**src/rtl/bitmanip_seq_if.sv**
```systemverilog
//==============================================================================
// Module      : bitmanip_seq_if
// Description : Request, bit-manipulation unit and response signals of the
//               bitmanip_seq chain sequencer.
// Revision    : 1.0 - initial release
//==============================================================================
`default_nettype none

interface bitmanip_seq_if #(
  parameter int MAX_OPS = 4
);
  localparam int CNT_W = $clog2(MAX_OPS);

  logic                   req_valid;
  logic                   req_ready;
  logic [7:0]             req_operand;
  logic [5*MAX_OPS-1:0]   req_prog;
  logic [CNT_W-1:0]       req_cnt;
  logic [7:0]             bm_operand;
  logic [4:0]             bm_op;
  logic [7:0]             bm_result;
  logic                   bm_z;
  logic                   bm_n;
  logic                   rsp_valid;
  logic                   rsp_ready;
  logic [7:0]             rsp_result;
  logic                   rsp_z;
  logic                   rsp_n;
  logic                   rsp_err;

  // Sequencer side
  modport slave (
    input  req_valid, req_operand, req_prog, req_cnt,
    input  bm_result, bm_z, bm_n, rsp_ready,
    output req_ready, bm_operand, bm_op,
    output rsp_valid, rsp_result, rsp_z, rsp_n, rsp_err
  );

  // Requester, consumer and bit-manipulation unit side
  modport master (
    output req_valid, req_operand, req_prog, req_cnt,
    output bm_result, bm_z, bm_n, rsp_ready,
    input  req_ready, bm_operand, bm_op,
    input  rsp_valid, rsp_result, rsp_z, rsp_n, rsp_err
  );
endinterface

`default_nettype wire

```
**src/rtl/bitmanip_seq.sv**
```systemverilog
//==============================================================================
// Module      : bitmanip_seq
// Description : Runs a chain of up to MAX_OPS bit-manipulation ops through a
//               shared combinational unit. Optional: BMSEQ_ILLEGAL_TRAP_EN.
// Revision    : 1.0 - initial release
//==============================================================================
`default_nettype none

module bitmanip_seq #(
  parameter int MAX_OPS = 4
) (
  input  wire              clk,
  input  wire              rst_n,
  bitmanip_seq_if.slave    bus
);
  localparam int CNT_W = $clog2(MAX_OPS);

  typedef enum logic [1:0] {IDLE = 2'd0, RUN = 2'd1, DONE = 2'd2} state_t;

  state_t               state_q, state_d;
  logic [7:0]           acc_q, acc_d;
  logic [5*MAX_OPS-1:0] prog_q, prog_d;
  logic [CNT_W-1:0]     step_q, step_d;
  logic [CNT_W-1:0]     last_q, last_d;
  logic                 z_q, z_d;
  logic                 n_q, n_d;
  logic [7:0]           res_q, res_d;
  logic                 rz_q, rz_d;
  logic                 rn_q, rn_d;
  logic                 err_q, err_d;
  logic [4:0]           ops [MAX_OPS];
  logic [4:0]           cur_op;
  logic                 trap;

  for (genvar i = 0; i < MAX_OPS; i++) begin : g_ops
    assign ops[i] = prog_q[5*i +: 5];
  end

  assign cur_op = ops[step_q];

`ifdef BMSEQ_ILLEGAL_TRAP_EN
  assign trap = (cur_op > 5'h13);
`else
  assign trap = 1'b0;
`endif

  always_comb begin
    state_d = state_q;
    acc_d   = acc_q;
    prog_d  = prog_q;
    step_d  = step_q;
    last_d  = last_q;
    z_d     = z_q;
    n_d     = n_q;
    res_d   = res_q;
    rz_d    = rz_q;
    rn_d    = rn_q;
    err_d   = err_q;
    case (state_q)
      IDLE: begin
        if (bus.req_valid) begin
          acc_d   = bus.req_operand;
          prog_d  = bus.req_prog;
          last_d  = bus.req_cnt;
          step_d  = '0;
          err_d   = 1'b0;
          state_d = RUN;
        end
      end
      RUN: begin
        if (trap) begin
          err_d   = 1'b1;
          state_d = DONE;
        end else begin
          acc_d = bus.bm_result;
          z_d   = bus.bm_z;
          n_d   = bus.bm_n;
          if (step_q == last_q) state_d = DONE;
          else                  step_d  = step_q + CNT_W'(1);
        end
        // Response registers only change when a chain completes, so the
        // last result stays visible while the next chain is running.
        if (state_d == DONE) begin
          res_d = acc_d;
          rz_d  = z_d;
          rn_d  = n_d;
        end
      end
      DONE: begin
        if (bus.rsp_ready) state_d = IDLE;
      end
      default: state_d = IDLE;
    endcase
  end

  always_ff @(posedge clk or negedge rst_n) begin
    if (!rst_n) begin
      state_q <= IDLE;
      acc_q   <= '0;
      prog_q  <= '0;
      step_q  <= '0;
      last_q  <= '0;
      z_q     <= 1'b1;
      n_q     <= 1'b0;
      res_q   <= '0;
      rz_q    <= 1'b1;
      rn_q    <= 1'b0;
      err_q   <= 1'b0;
    end else begin
      state_q <= state_d;
      acc_q   <= acc_d;
      prog_q  <= prog_d;
      step_q  <= step_d;
      last_q  <= last_d;
      z_q     <= z_d;
      n_q     <= n_d;
      res_q   <= res_d;
      rz_q    <= rz_d;
      rn_q    <= rn_d;
      err_q   <= err_d;
    end
  end

  assign bus.req_ready  = (state_q == IDLE);
  assign bus.bm_operand = acc_q;
  assign bus.bm_op      = (state_q == RUN) ? cur_op : 5'h1F;
  assign bus.rsp_valid  = (state_q == DONE);
  assign bus.rsp_result = res_q;
  assign bus.rsp_z      = rz_q;
  assign bus.rsp_n      = rn_q;
`ifdef BMSEQ_ILLEGAL_TRAP_EN
  assign bus.rsp_err    = err_q;
`else
  assign bus.rsp_err    = 1'b0;
`endif

endmodule

`default_nettype wire

```
**src/flat_wrapper.sv**
```systemverilog
// flat-port wrapper written by rule: the top's interface ports become plain ports
module bitmanip_seq_flat 
#(
  parameter int MAX_OPS = 4
)
  (clk, rst_n, bus_req_valid, bus_req_operand, bus_req_prog, bus_req_cnt, bus_bm_result, bus_bm_z, bus_bm_n, bus_rsp_ready, bus_req_ready, bus_bm_operand, bus_bm_op, bus_rsp_valid, bus_rsp_result, bus_rsp_z, bus_rsp_n, bus_rsp_err);
  bitmanip_seq_if #(.MAX_OPS(MAX_OPS)) bus_i ();
  input  wire clk;
  input  wire rst_n;
  input wire logic [$bits(bus_i.req_valid)-1:0] bus_req_valid;
  input wire logic [$bits(bus_i.req_operand)-1:0] bus_req_operand;
  input wire logic [$bits(bus_i.req_prog)-1:0] bus_req_prog;
  input wire logic [$bits(bus_i.req_cnt)-1:0] bus_req_cnt;
  input wire logic [$bits(bus_i.bm_result)-1:0] bus_bm_result;
  input wire logic [$bits(bus_i.bm_z)-1:0] bus_bm_z;
  input wire logic [$bits(bus_i.bm_n)-1:0] bus_bm_n;
  input wire logic [$bits(bus_i.rsp_ready)-1:0] bus_rsp_ready;
  output wire logic [$bits(bus_i.req_ready)-1:0] bus_req_ready;
  output wire logic [$bits(bus_i.bm_operand)-1:0] bus_bm_operand;
  output wire logic [$bits(bus_i.bm_op)-1:0] bus_bm_op;
  output wire logic [$bits(bus_i.rsp_valid)-1:0] bus_rsp_valid;
  output wire logic [$bits(bus_i.rsp_result)-1:0] bus_rsp_result;
  output wire logic [$bits(bus_i.rsp_z)-1:0] bus_rsp_z;
  output wire logic [$bits(bus_i.rsp_n)-1:0] bus_rsp_n;
  output wire logic [$bits(bus_i.rsp_err)-1:0] bus_rsp_err;
  assign bus_i.req_valid = bus_req_valid;
  assign bus_i.req_operand = bus_req_operand;
  assign bus_i.req_prog = bus_req_prog;
  assign bus_i.req_cnt = bus_req_cnt;
  assign bus_i.bm_result = bus_bm_result;
  assign bus_i.bm_z = bus_bm_z;
  assign bus_i.bm_n = bus_bm_n;
  assign bus_i.rsp_ready = bus_rsp_ready;
  assign bus_req_ready = bus_i.req_ready;
  assign bus_bm_operand = bus_i.bm_operand;
  assign bus_bm_op = bus_i.bm_op;
  assign bus_rsp_valid = bus_i.rsp_valid;
  assign bus_rsp_result = bus_i.rsp_result;
  assign bus_rsp_z = bus_i.rsp_z;
  assign bus_rsp_n = bus_i.rsp_n;
  assign bus_rsp_err = bus_i.rsp_err;
  bitmanip_seq #(.MAX_OPS(MAX_OPS)) u_core (.clk(clk), .rst_n(rst_n), .bus(bus_i));
endmodule
```
**config.mk**
```make
export PLATFORM = sky130hd
export DESIGN_NAME = bitmanip_seq_flat
export DESIGN_NICKNAME = d
export VERILOG_FILES = /design/src/rtl/bitmanip_seq_if.sv /design/src/rtl/bitmanip_seq.sv /design/src/flat_wrapper.sv
export SDC_FILE = /design/constraint.sdc
export NUM_CORES = 1
export LEC_CHECK = 0
export ABC_AREA = 1
export BUFFER_PORTS_ARGS = -buffer_cell sky130_fd_sc_hd__buf_2
export CAP_MARGIN = 20
export CORE_MARGIN = 2
export CORE_UTILIZATION = 45
export CTS_CLUSTER_DIAMETER = 80
export CTS_CLUSTER_SIZE = 14
export DETAILED_ROUTE_END_ITERATION = 10
export PLACE_DENSITY = 0.75
export RECOVER_POWER = 25
export SYNTH_ARGS = -nofsm -noshare
export SYNTH_HDL_FRONTEND = slang
export SYNTH_SLANG_ARGS = --single-unit
```
**constraint.sdc**
```tcl
create_clock -name clk -period 1.1 [get_ports clk]
set_input_delay 0.22 -clock clk [delete_from_list [all_inputs] [get_ports clk]]
set_output_delay 0.22 -clock clk [all_outputs]
set_load 0.02 [all_outputs]
```
==> impl_metrics.py, run 1 <==
metrics = {
    "detailed_routing": {
        "dr.pass1.iters": 4,
        "drt_iter0_markers": 76,
        "routedWlPerCell_um": 13.68,
        "drt-total-wl_mm": 5.553,
        "vias_per_cell": 5.091,
        "vias": 2067,
        "drc": 0,
        "ant_nets": 0,
    },
    "floorplan": {
        "rows": 24,
        "start_util": 0.4738,
        "ios": 70,
        "die_w_um": 72.41,
        "core_sq_um": 4444,
        "dieArea_sq_um": 5242,
        "fp.dieH_um": 72.41,
    },
    "synth": {
        "ys_seq_elements": 44,
        "synth_top_area_cell": "dfrtp_1",
        "netlist_instances": 254,
        "ys_warn_count": 0,
        "yosysSeqAreaShare": 0.5235,
        "synth.distinct_cells": 25,
        "synth_top_area_frac": 0.5110,
        "synth_top_flop_cell": "dfrtp_1",
        "synth_edf_count": 0,
        "synth_nets": 298,
        "async_flop_share": 1.000,
        "ys_top_cells_by_area": "dfrtp_1 (51%), nand2_1 (19%), nand3_1 (5.2%), a21oi_1 (2.9%), o211ai_1 (2.9%)",
        "synth_area_sq_um": 2106,
        "syn_avg_cell_area_sq_um": 8.290,
    },
    "worst_setup_path": {
        "cp.arrival_ns": 1.36,
        "crit_path_end_kind": "output pin",
        "required_ns": 0.88,
        "cp_max_fo": 6,
        "worst_setup_path_start_kind": "flip-flop",
        "setup.worst_path.class": "reg2out",
    },
    "run_status": {
        "outcome": "finished, violations left",
        "violations": "setup timing",
    },
    "sta": {
        "worst_pin_slew_ns": 0.7272,
        "setup_violations": 62,
        "slew_viol_final": 0,
        "setup_slack_ns": -0.4814,
        "fin_crit_sh": 1.438,
        "slew_headroom": 0.5152,
        "hold_ws_ns": 0.09543,
        "fin_worst_skew_ns": 0.008351,
        "fmax_ghz": 0.6323,
        "rsz0062_at_grt": "true",
        "finalHoldViolations": 0,
        "period_needed_ns": 1.581,
    },
    "cells_and_area": {
        "fin_nets": 397,
        "fin_area_sq_um": 3282,
        "n_fill_cell": 334,
        "antenna_cells": 0,
        "layout-drive-gt1-share": 0.5198,
        "synthToLayoutAreaGrowth_pct": 55.85,
        "utilization": 0.7385,
        "finalNonFillerCells": 406,
    },
    "global_routing": {
        "grt_max_degree": 26,
        "grt_antenna_before_repair": 0,
        "grt_pass1_vias": 1881,
        "grt_remaining_overflow": 0,
        "track_usage": 0.2067,
        "grt_pass1_wl_mm": 8.418,
    },
    "clocking": {
        "clock_sinks": 44,
        "clk_pin_slew_ns": 0.08,
        "cts_tree": "yes",
        "clk_latency_ns": 0.30,
        "cts_max_level": 2,
        "clk_path_buf_depth": 2,
        "numCtsBuffers": 5,
        "clk_root_buffer_cell": "clkbuf_8",
    },
    "power": {
        "p_leak_nw": 1.707,
        "ir_drop_mv": 2.061,
        "power.density_nw_per_um2": 3376,
    },
    "place": {
        "dp_hpwl_mm": 3.507,
        "gp_congestion": 0.8340,
        "post-place-ws_ns": -0.2238,
        "io_buffers": 68,
        "post_dp_cell_area_sq_um": 2614,
        "dp.cells": 377,
    },
    "job": {
        "maxCapViolCount": 0,
    },
    "hold_path": {
        "hold_path.class": "in2reg",
    },
}
-- worst max-delay path: stages (launching register included) --
cell,delay [ns]
dfrtp_2,0.46
buf_6,0.15
nand2_2,0.06
nand2_2,0.05
a21oi_2,0.13
o21ai_2,0.08
buf_6,0.13
-- layout by cell type, fill, tap and decap left out, types with 2 or more instances in the layout --
cell	count
nand2_1	77
buf_2	59
dfrtp_1	40
nand2_2	27
nand3_1	17
buf_6	16
buf_4	16
inv_1	13
a21oi_2	11
o21ai_2	10
o211ai_1	8
o21ai_1	5
nand3_2	5
clkbuf_8	5
buf_8	5
buf_12	5
nor2_4	4
nand2_4	4
dfrtp_2	3
clkinv_4	2
inv_2	2
nand4_1	2
nor2_1	2
clkbuf_1	2
buf_16	2
-- layer usage --
layer	vias to the layer above	track usage	wire length, um
met5	-	0	0
met2	65	0.3558	2840
met1	989	0.2643	2336
met4	0	0.04321	65
li1	1007	-	-
met3	6	0.05417	310
-- stage by stage --
step	power (mW)	setup TNS, ns
2_1_floorplan	6.195	-0.3152
3_3_place_gp	7.568	-3.797
3_5_place_dp	7.684	-4.356
4_1_cts	10.26	-10.81
5_1_grt	11.84	-19.83
6_report	11.08	-13.25
-- sequential cells by signal, indices dropped and copies added, names as in the netlist --
register               cells
u_core.bus.bm_operand      8
u_core.bus.rsp_n           1
u_core.bus.rsp_result      8
u_core.bus.rsp_z           1
u_core.last_q              2
u_core.prog_q             20
u_core.state_q             2
u_core.step_q              2
-- synth_stat cells, types with 2 or more instances --
cell type,number
o21ai_1,5
buf_6,5
dfrtp_1,43
clkbuf_1,2
o211ai_1,8
o21ai_0,5
o21ai_2,5
nor2_1,5
nand3_1,22
a21oi_1,12
nand4_1,2
inv_1,15
buf_4,3
buf_2,5
nand2_1,107
-- cells by family (layout without fill, tap and decap cells) --
group,after synthesis,count (layout),share of synthesized area
compound gates,36,36,0.1052
buf+inv,33,133,0.08972
other cells,1,1,0.001781
simple gates,140,140,0.2799
flops,44,44,0.5235
-- cell type report --
| cell class | count | area [sq um] | share of cell area |
|---|---|---|---|
| Multi-Input combinational cell | 177 | 1026 | 0.3126 |
| Clock inverter | 2 | 35.03 | 0.01067 |
| Inverter | 18 | 80.08 | 0.02440 |
| Tap cell | 52 | 65.06 | 0.01982 |
| Clock buffer | 6 | 72.57 | 0.02211 |
| Timing Repair Buffer | 107 | 897.1 | 0.2734 |
| Sequential cell | 44 | 1106 | 0.3370 |
-- power by group --
group          total, mW  internal, mW  switching (mW)
combinational       6.79          3.31            3.48
sequential          3.08          2.45           0.628
clock               1.22         0.674           0.546
-- path summary, 6_finish.rpt --
kind / from / slack [ns] / to / cells past startpoint
max in group asynchronous: rst_n / -0.02 / u_core.state_q[0]$_DFFE_PN0P_ / 3
min in group asynchronous: rst_n / 0.49 / u_core.bus.rsp_result[6]$_DFFE_PN0P_ / 2
worst min register to register: u_core.bus.bm_operand[5]$_DFFE_PN0P_ / 0.48 / u_core.bus.bm_operand[5]$_DFFE_PN0P_ / 2
worst max register to register: u_core.state_q[1]$_DFFE_PN0P_ / -0.31 / u_core.bus.bm_operand[6]$_DFFE_PN0P_ / 8
worst min-delay path: bus_rsp_ready / 0.1 / u_core.state_q[1]$_DFFE_PN0P_ / 2
worst max-delay path: u_core.step_q[0]$_DFFE_PN0P_ / -0.48 / bus_bm_op[4] / 6
-- repair_timing --
| action | CTS | global route |
|---|---|---|
| endpoints found under the setup margin | 38 | 58 |
| buffers inserted | 6 | 12 |
| gates cloned | 3 | 1 |
| hold endpoints to repair | 8 | 0 |
| gates resized for setup | 56 | 46 |
| pin swaps | 4 | 14 |
| hold buffers | 1 | 0 |
Power figures use the tool's default switching activity.
==> run 2: changes to the inputs <==
--- a/config.mk
+++ b/config.mk
@@ -6,15 +6,16 @@
 export NUM_CORES = 1
 export LEC_CHECK = 0
 export ABC_AREA = 1
-export BUFFER_PORTS_ARGS = -buffer_cell sky130_fd_sc_hd__buf_2
 export CAP_MARGIN = 20
 export CORE_MARGIN = 2
-export CORE_UTILIZATION = 45
+export CORE_UTILIZATION = 56
 export CTS_CLUSTER_DIAMETER = 80
 export CTS_CLUSTER_SIZE = 14
 export DETAILED_ROUTE_END_ITERATION = 10
-export PLACE_DENSITY = 0.75
+export DONT_BUFFER_PORTS = 1
+export PLACE_DENSITY = 0.74
 export RECOVER_POWER = 25
+export SLEW_MARGIN = 20
 export SYNTH_ARGS = -nofsm -noshare
 export SYNTH_HDL_FRONTEND = slang
 export SYNTH_SLANG_ARGS = --single-unit
==> run 2 against run 1 <==
  * The run ends with hold timing, setup timing left
  * Wire length increased by 12%
  * Clock power about the same
  * Clock skew increased by 0.0054 ns
  * Final area decreased by 7.7%
  * First-iteration DRC count increased by 86%
  * Hold slack got worse by 0.50 ns
  * Setup slack got worse by 0.0072 ns
  * Die area decreased by 19%
  * Critical path type unchanged
==> impl_metrics.py, run 2 (same netlist as run 1, synthesis figures left out) <==
metrics = {
    "cells_and_area": {
        "fin_nets": 324,
        "layout-drive-gt1-share": 0.4626,
        "utilization": 0.8340,
        "largest-register": "u_core.prog_q",
        "largest_reg_flops": 20,
        "antenna_cells": 0,
        "synthToLayoutAreaGrowth_pct": 43.91,
        "final_common_cell": "nand2_1",
        "mostFrequentLayoutCells": "nand2_1 (57), dfrtp_1 (42), nand2_2 (36)",
    },
    "floorplan": {
        "ios": 70,
        "rows": 22,
        "fp.dieH_um": 65.32,
        "start_util": 0.5795,
        "dieArea_sq_um": 4267,
        "die_w_um": 65.32,
        "core_sq_um": 3633,
    },
    "worst_setup_path": {
        "crit_family": "flip-flops",
        "worst_setup_path_start_kind": "flip-flop",
        "max_stage_delay_ns": 0.46,
        "cp.arrival_ns": 1.37,
        "setup.worst_path.class": "reg2out",
        "path_buf_inv": 1,
        "crit_top_cell": "nand2_1",
        "required_ns": 0.88,
        "path_cells": "buf_8 > nand2_1 > nand2_1 > a21oi_2 > o21ai_4",
        "slowest_stage": "dfrtp_2",
        "cp_max_fo": 8,
        "crit_path_end_kind": "output pin",
    },
    "clocking": {
        "clk_latency_ns": 0.31,
        "cts_tree": "yes",
        "numCtsBuffers": 5,
        "clk_root_buffer_cell": "clkbuf_8",
        "cts_max_level": 2,
        "clock_sinks": 44,
        "clk_path_buf_depth": 2,
        "clk_pin_slew_ns": 0.09,
    },
    "place": {
        "io_buffers": 0,
        "gp_congestion": 0.8322,
        "dp_hpwl_mm": 3.043,
    },
    "job": {
        "maxCapViolCount": 0,
    },
    "power": {
        "power_frac_clock": 0.112,
        "switching_share": 0.4753,
        "power.density_nw_per_um2": 3702,
        "finalPower_mw": 11.22,
        "p_switching_mw": 5.332,
        "p_leak_nw": 1.438,
        "combPwrFrac": 0.565,
        "ir_drop_mv": 1.915,
        "p_seq_frac": 0.324,
        "p_int_mw": 5.886,
    },
    "detailed_routing": {
        "ant_nets": 0,
        "routedWlPerCell_um": 18.91,
        "dr.pass1.iters": 4,
        "drt_iter0_markers": 141,
        "drt-total-wl_mm": 6.220,
        "vias_per_cell": 5.763,
        "vias": 1896,
        "drc": 0,
    },
    "sta": {
        "setup_slack_ns": -0.4886,
        "fin_worst_skew_ns": 0.01372,
        "finalHoldViolations": 44,
        "rsz0062_at_grt": "true",
        "period_needed_ns": 1.589,
        "hold_ws_ns": -0.4062,
        "fin_setup_tns_ns": -12.98,
        "slew_viol_final": 0,
        "fmax_ghz": 0.6295,
        "setup_violations": 52,
        "fin_crit_sh": 1.444,
    },
    "global_routing": {
        "grt_pass1_wl_mm": 7.866,
        "grt_max_degree": 45,
        "grt_antenna_before_repair": 0,
        "grt_pass1_vias": 1733,
        "grt_remaining_overflow": 0,
        "track_usage": 0.2479,
    },
    "run_status": {
        "outcome": "finished, violations left",
        "violations": "hold timing, setup timing",
    },
    "hold_path": {
        "hold_path.class": "in2async",
    },
}
## run 2: per-stage QoR
step           worst slack (ns)  area, sq um  instances
3_5_place_dp            -0.1393         2221        302
6_report                -0.4886         3030        329
2_1_floorplan          -0.06016         2145        254
3_3_place_gp            -0.1192         2221        302
5_1_grt                 -0.5405         3030        329
4_1_cts                 -0.4303         2591        319
## run 2: timing repair
| item | in CTS | in global routing |
|---|---|---|
| pin swaps | 6 | 22 |
| endpoints found under the setup margin | 40 | 52 |
| buffers inserted | 4 | 7 |
| cloned | 5 | 5 |
| gates resized for setup | 42 | 81 |
| endpoints found under the hold margin | 44 | 45 |
## run 2: layer usage
| metal | global-route usage | up-vias | share of wire |
|---|---|---|---|
| met5 | 0 | - | 0 |
| met4 | 0.08333 | 0 | 0.027 |
| met3 | 0.08904 | 18 | 0.081 |
| met1 | 0.2926 | 905 | 0.39 |
| li1 | - | 871 | - |
| met2 | 0.4196 | 102 | 0.50 |
## run 2: final timing paths
kind | end | cells past startpoint | slack [ns] | startpoint
max in group asynchronous | u_core.bus.rsp_z$_DFFE_PN1P_ | 0 | 1.34 | rst_n
max reg2reg | u_core.prog_q[1]$_DFFE_PN0P_ | 8 | -0.35 | u_core.state_q[1]$_DFFE_PN0P_
min reg2reg | u_core.prog_q[18]$_DFFE_PN0P_ | 2 | 0.50 | u_core.prog_q[18]$_DFFE_PN0P_
min in group clk | u_core.bus.rsp_z$_DFFE_PN1P_ | 2 | 0.03 | bus_bm_z
max | bus_bm_op[2] | 5 | -0.49 | u_core.step_q[0]$_DFFE_PN0P_
min | u_core.bus.rsp_n$_DFFE_PN0P_ | 0 | -0.41 | rst_n
## run 2: power groups by stage
stage | sequential (mW) | combinational, mW | clock [mW]
finish | 3.63 | 6.34 | 1.25
global route | 3.71 | 6.79 | 1.32
CTS | 3.42 | 4.57 | 1.25
detailed placement | 3.42 | 3.59 | 0
global placement | 3.41 | 3.50 | 0
floorplan | 3.27 | 2.92 | 0
## run 2: area by class of cell
type | instances | area (sq um)
well taps | 48 | 60.06
inverters | 18 | 80.08
clock inverters | 3 | 42.54
flip-flops and latches | 44 | 1104
fillers | 213 | 603.1
multi-input cells | 180 | 1245
clock buffers | 5 | 68.82
repair buffers | 31 | 430.4
==> run 3: changes to the inputs <==
--- a/config.mk
+++ b/config.mk
@@ -8,12 +8,13 @@
 export ABC_AREA = 1
 export CAP_MARGIN = 20
 export CORE_MARGIN = 2
-export CORE_UTILIZATION = 56
+export CORE_UTILIZATION = 50
 export CTS_CLUSTER_DIAMETER = 80
 export CTS_CLUSTER_SIZE = 14
 export DETAILED_ROUTE_END_ITERATION = 10
 export DONT_BUFFER_PORTS = 1
-export PLACE_DENSITY = 0.74
+export GPL_TIMING_DRIVEN = 0
+export PLACE_DENSITY = 0.68
 export RECOVER_POWER = 25
 export SLEW_MARGIN = 20
 export SYNTH_ARGS = -nofsm -noshare
==> run 3 against run 2 <==
  * The flow still finishes with violations (hold timing, setup timing)
  * Maximum frequency is 3.5% higher
  * Clock skew shrank 0.0076 ns
  * Register-to-register slack better by 0.04 ns
  * Critical path type unchanged
  * First-iteration DRC count fell by 30%
==> impl_metrics.py, run 3 (same netlist as run 1, synthesis figures left out) <==
metrics = {
    "sta": {
        "fin_crit_sh": 1.396,
        "setup_violations": 52,
        "fin_worst_skew_ns": 0.006089,
        "period_needed_ns": 1.535,
        "slew_viol_final": 0,
        "setup_slack_ns": -0.4355,
        "finalHoldViolations": 44,
        "rsz0062_at_grt": "true",
        "fmax_ghz": 0.6513,
        "hold_ws_ns": -0.3908,
        "fin_setup_tns_ns": -12.84,
    },
    "floorplan": {
        "dieArea_sq_um": 4747,
        "fp.dieH_um": 68.90,
        "rows": 23,
        "start_util": 0.5227,
        "ios": 70,
        "die_w_um": 68.90,
        "core_sq_um": 4029,
    },
    "worst_setup_path": {
        "cp.arrival_ns": 1.32,
        "required_ns": 0.88,
        "crit_path_end_kind": "output pin",
        "r2r-start": "u_core.state_q[0]$_DFFE_PN0P_",
        "critPathLaunch": "u_core.step_q[0]$_DFFE_PN0P_",
        "setup.worst_path.class": "reg2out",
        "crit_top_cell": "nand2_1",
        "cp_max_fo": 8,
        "worst_setup_path_start_kind": "flip-flop",
        "endpoint": "bus_bm_op[3]",
        "r2r_slack_ns": -0.31,
        "path_cells": "buf_6 > nand2_1 > nand2_1 > a21oi_2 > o21ai_4",
        "rr_worst_depth": 8,
        "max_stage_delay_ns": 0.45,
        "slowest_stage": "dfrtp_2",
        "reg2reg_to": "u_core.bus.bm_operand[7]$_DFFE_PN0P_",
    },
    "cells_and_area": {
        "layout-drive-gt1-share": 0.3972,
        "mostFrequentLayoutCells": "nand2_1 (68), dfrtp_1 (41), nand2_2 (34)",
        "antenna_cells": 0,
        "synthToLayoutAreaGrowth_pct": 34.34,
        "largest_reg_flops": 20,
        "largest-register": "u_core.prog_q",
        "n_fill_cell": 321,
        "final_common_cell": "nand2_1",
        "utilization": 0.7022,
        "fin_nets": 325,
    },
    "run_status": {
        "outcome": "finished, violations left",
        "violations": "hold timing, setup timing",
    },
    "clocking": {
        "numCtsBuffers": 5,
        "clock_sinks": 44,
        "ctsHoldBuffers": 1,
        "cts_tree": "yes",
        "clk_pin_slew_ns": 0.08,
        "clk_path_buf_depth": 2,
        "cts_max_level": 2,
        "clk_root_buffer_cell": "clkbuf_8",
        "clk_latency_ns": 0.30,
    },
    "global_routing": {
        "grt_pass1_vias": 1740,
        "grt_remaining_overflow": 0,
        "grt_pass1_wl_mm": 7.866,
        "grt_antenna_before_repair": 0,
        "track_usage": 0.2317,
        "grt_max_degree": 45,
    },
    "detailed_routing": {
        "vias_per_cell": 5.386,
        "routedWlPerCell_um": 15.78,
        "vias": 1788,
        "ant_nets": 0,
        "drt-total-wl_mm": 5.239,
        "drt_iter0_markers": 99,
        "drc": 0,
        "dr.pass1.iters": 4,
    },
    "hold_path": {
        "hold_path.class": "in2async",
    },
    "power": {
        "p_leak_nw": 1.361,
        "ir_drop_mv": 1.538,
        "power.density_nw_per_um2": 3552,
    },
    "job": {
        "maxCapViolCount": 0,
    },
    "place": {
        "io_buffers": 0,
        "dp_hpwl_mm": 3.179,
        "gp_congestion": 0.8013,
    },
}
-- run 3: changes by cell type in the layout (fill, tap and decap cells not counted), moves of 4 or more --
| cell | delta |
|---|---|
| clkbuf_1 | +4 |
| buf_6 | +8 |
| nand2_1 | +11 |
| nand2_4 | -9 |
-- run 3: critical path: cells and delay by family (launching register included) --
kind	cells	cell delay, ns
flip-flops	1	0.45
AO/OA/AOI/OAI	2	0.27
buffers and inverters	1	0.15
AND/OR/NAND/NOR	2	0.13
-- run 3: through the flow --
stage                     total power, mW  cells  hold WS (ns)  worst slack [ns]  instance area, sq um
after detailed placement            6.911    304      -0.07460           -0.2045                  2207
after global routing                10.78    332       -0.4057           -0.4912                  2829
final                               10.05    332       -0.3908           -0.4355                  2829
after global placement              6.830    304      -0.07476           -0.2048                  2207
after floorplan                     6.195    254      -0.07559          -0.06016                  2145
after CTS                           9.271    326       -0.3973           -0.4201                  2651
-- run 3: per-layer routing --
metal | share of wire | global-route usage | vias up
li1 | - | - | 863
met1 | 0.39 | 0.2597 | 843
met2 | 0.50 | 0.3990 | 68
met3 | 0.088 | 0.08604 | 14
met4 | 0.026 | 0.09069 | 0
met5 | 0 | 0 | -
-- run 3: layout make-up --
| type | count | area, sq um | share of cell area |
|---|---|---|---|
| Buffer | 14 | 158.9 | 0.05617 |
| Sequential cell | 44 | 1105 | 0.3905 |
| Timing Repair Buffer | 21 | 256.5 | 0.09067 |
| Tap cell | 50 | 62.56 | 0.02211 |
| Clock buffer | 8 | 90.09 | 0.03184 |
| Inverter | 18 | 82.58 | 0.02919 |
| Multi-Input combinational cell | 177 | 1074 | 0.3795 |
-- run 3: repair_timing --
action                                  CTS  global route
gates resized for setup                  68            29
pin swaps                                 9            10
hold endpoints to repair                 45            44
endpoints found under the setup margin   49            52
setup buffers                            10             3
cloned                                    4             3
-- run 3: power by group --
part	switching [mW]	total (mW)	leakage (nW)	internal [mW]
clock	0.535	1.05	0.0455	0.513
sequential	1.09	3.54	0.534	2.45
combinational	2.97	5.46	0.782	2.49
total	4.60	10.0	1.36	5.45
-- run 3: how the worst min path moves through the flow --
stage           from                                   end  slack [ns]  cells past startpoint
6_report       rst_n  u_core.bus.rsp_result[2]$_DFFE_PN0P_       -0.39                      0
5_1_grt        rst_n         u_core.prog_q[12]$_DFFE_PN0P_       -0.41                      0
4_1_cts        rst_n          u_core.bus.rsp_n$_DFFE_PN0P_       -0.40                      0
3_5_place_dp   rst_n          u_core.bus.rsp_n$_DFFE_PN0P_       -0.07                      0
3_3_place_gp   rst_n          u_core.bus.rsp_n$_DFFE_PN0P_       -0.07                      0
2_1_floorplan  rst_n  u_core.bus.bm_operand[0]$_DFFE_PN0P_       -0.08                      0
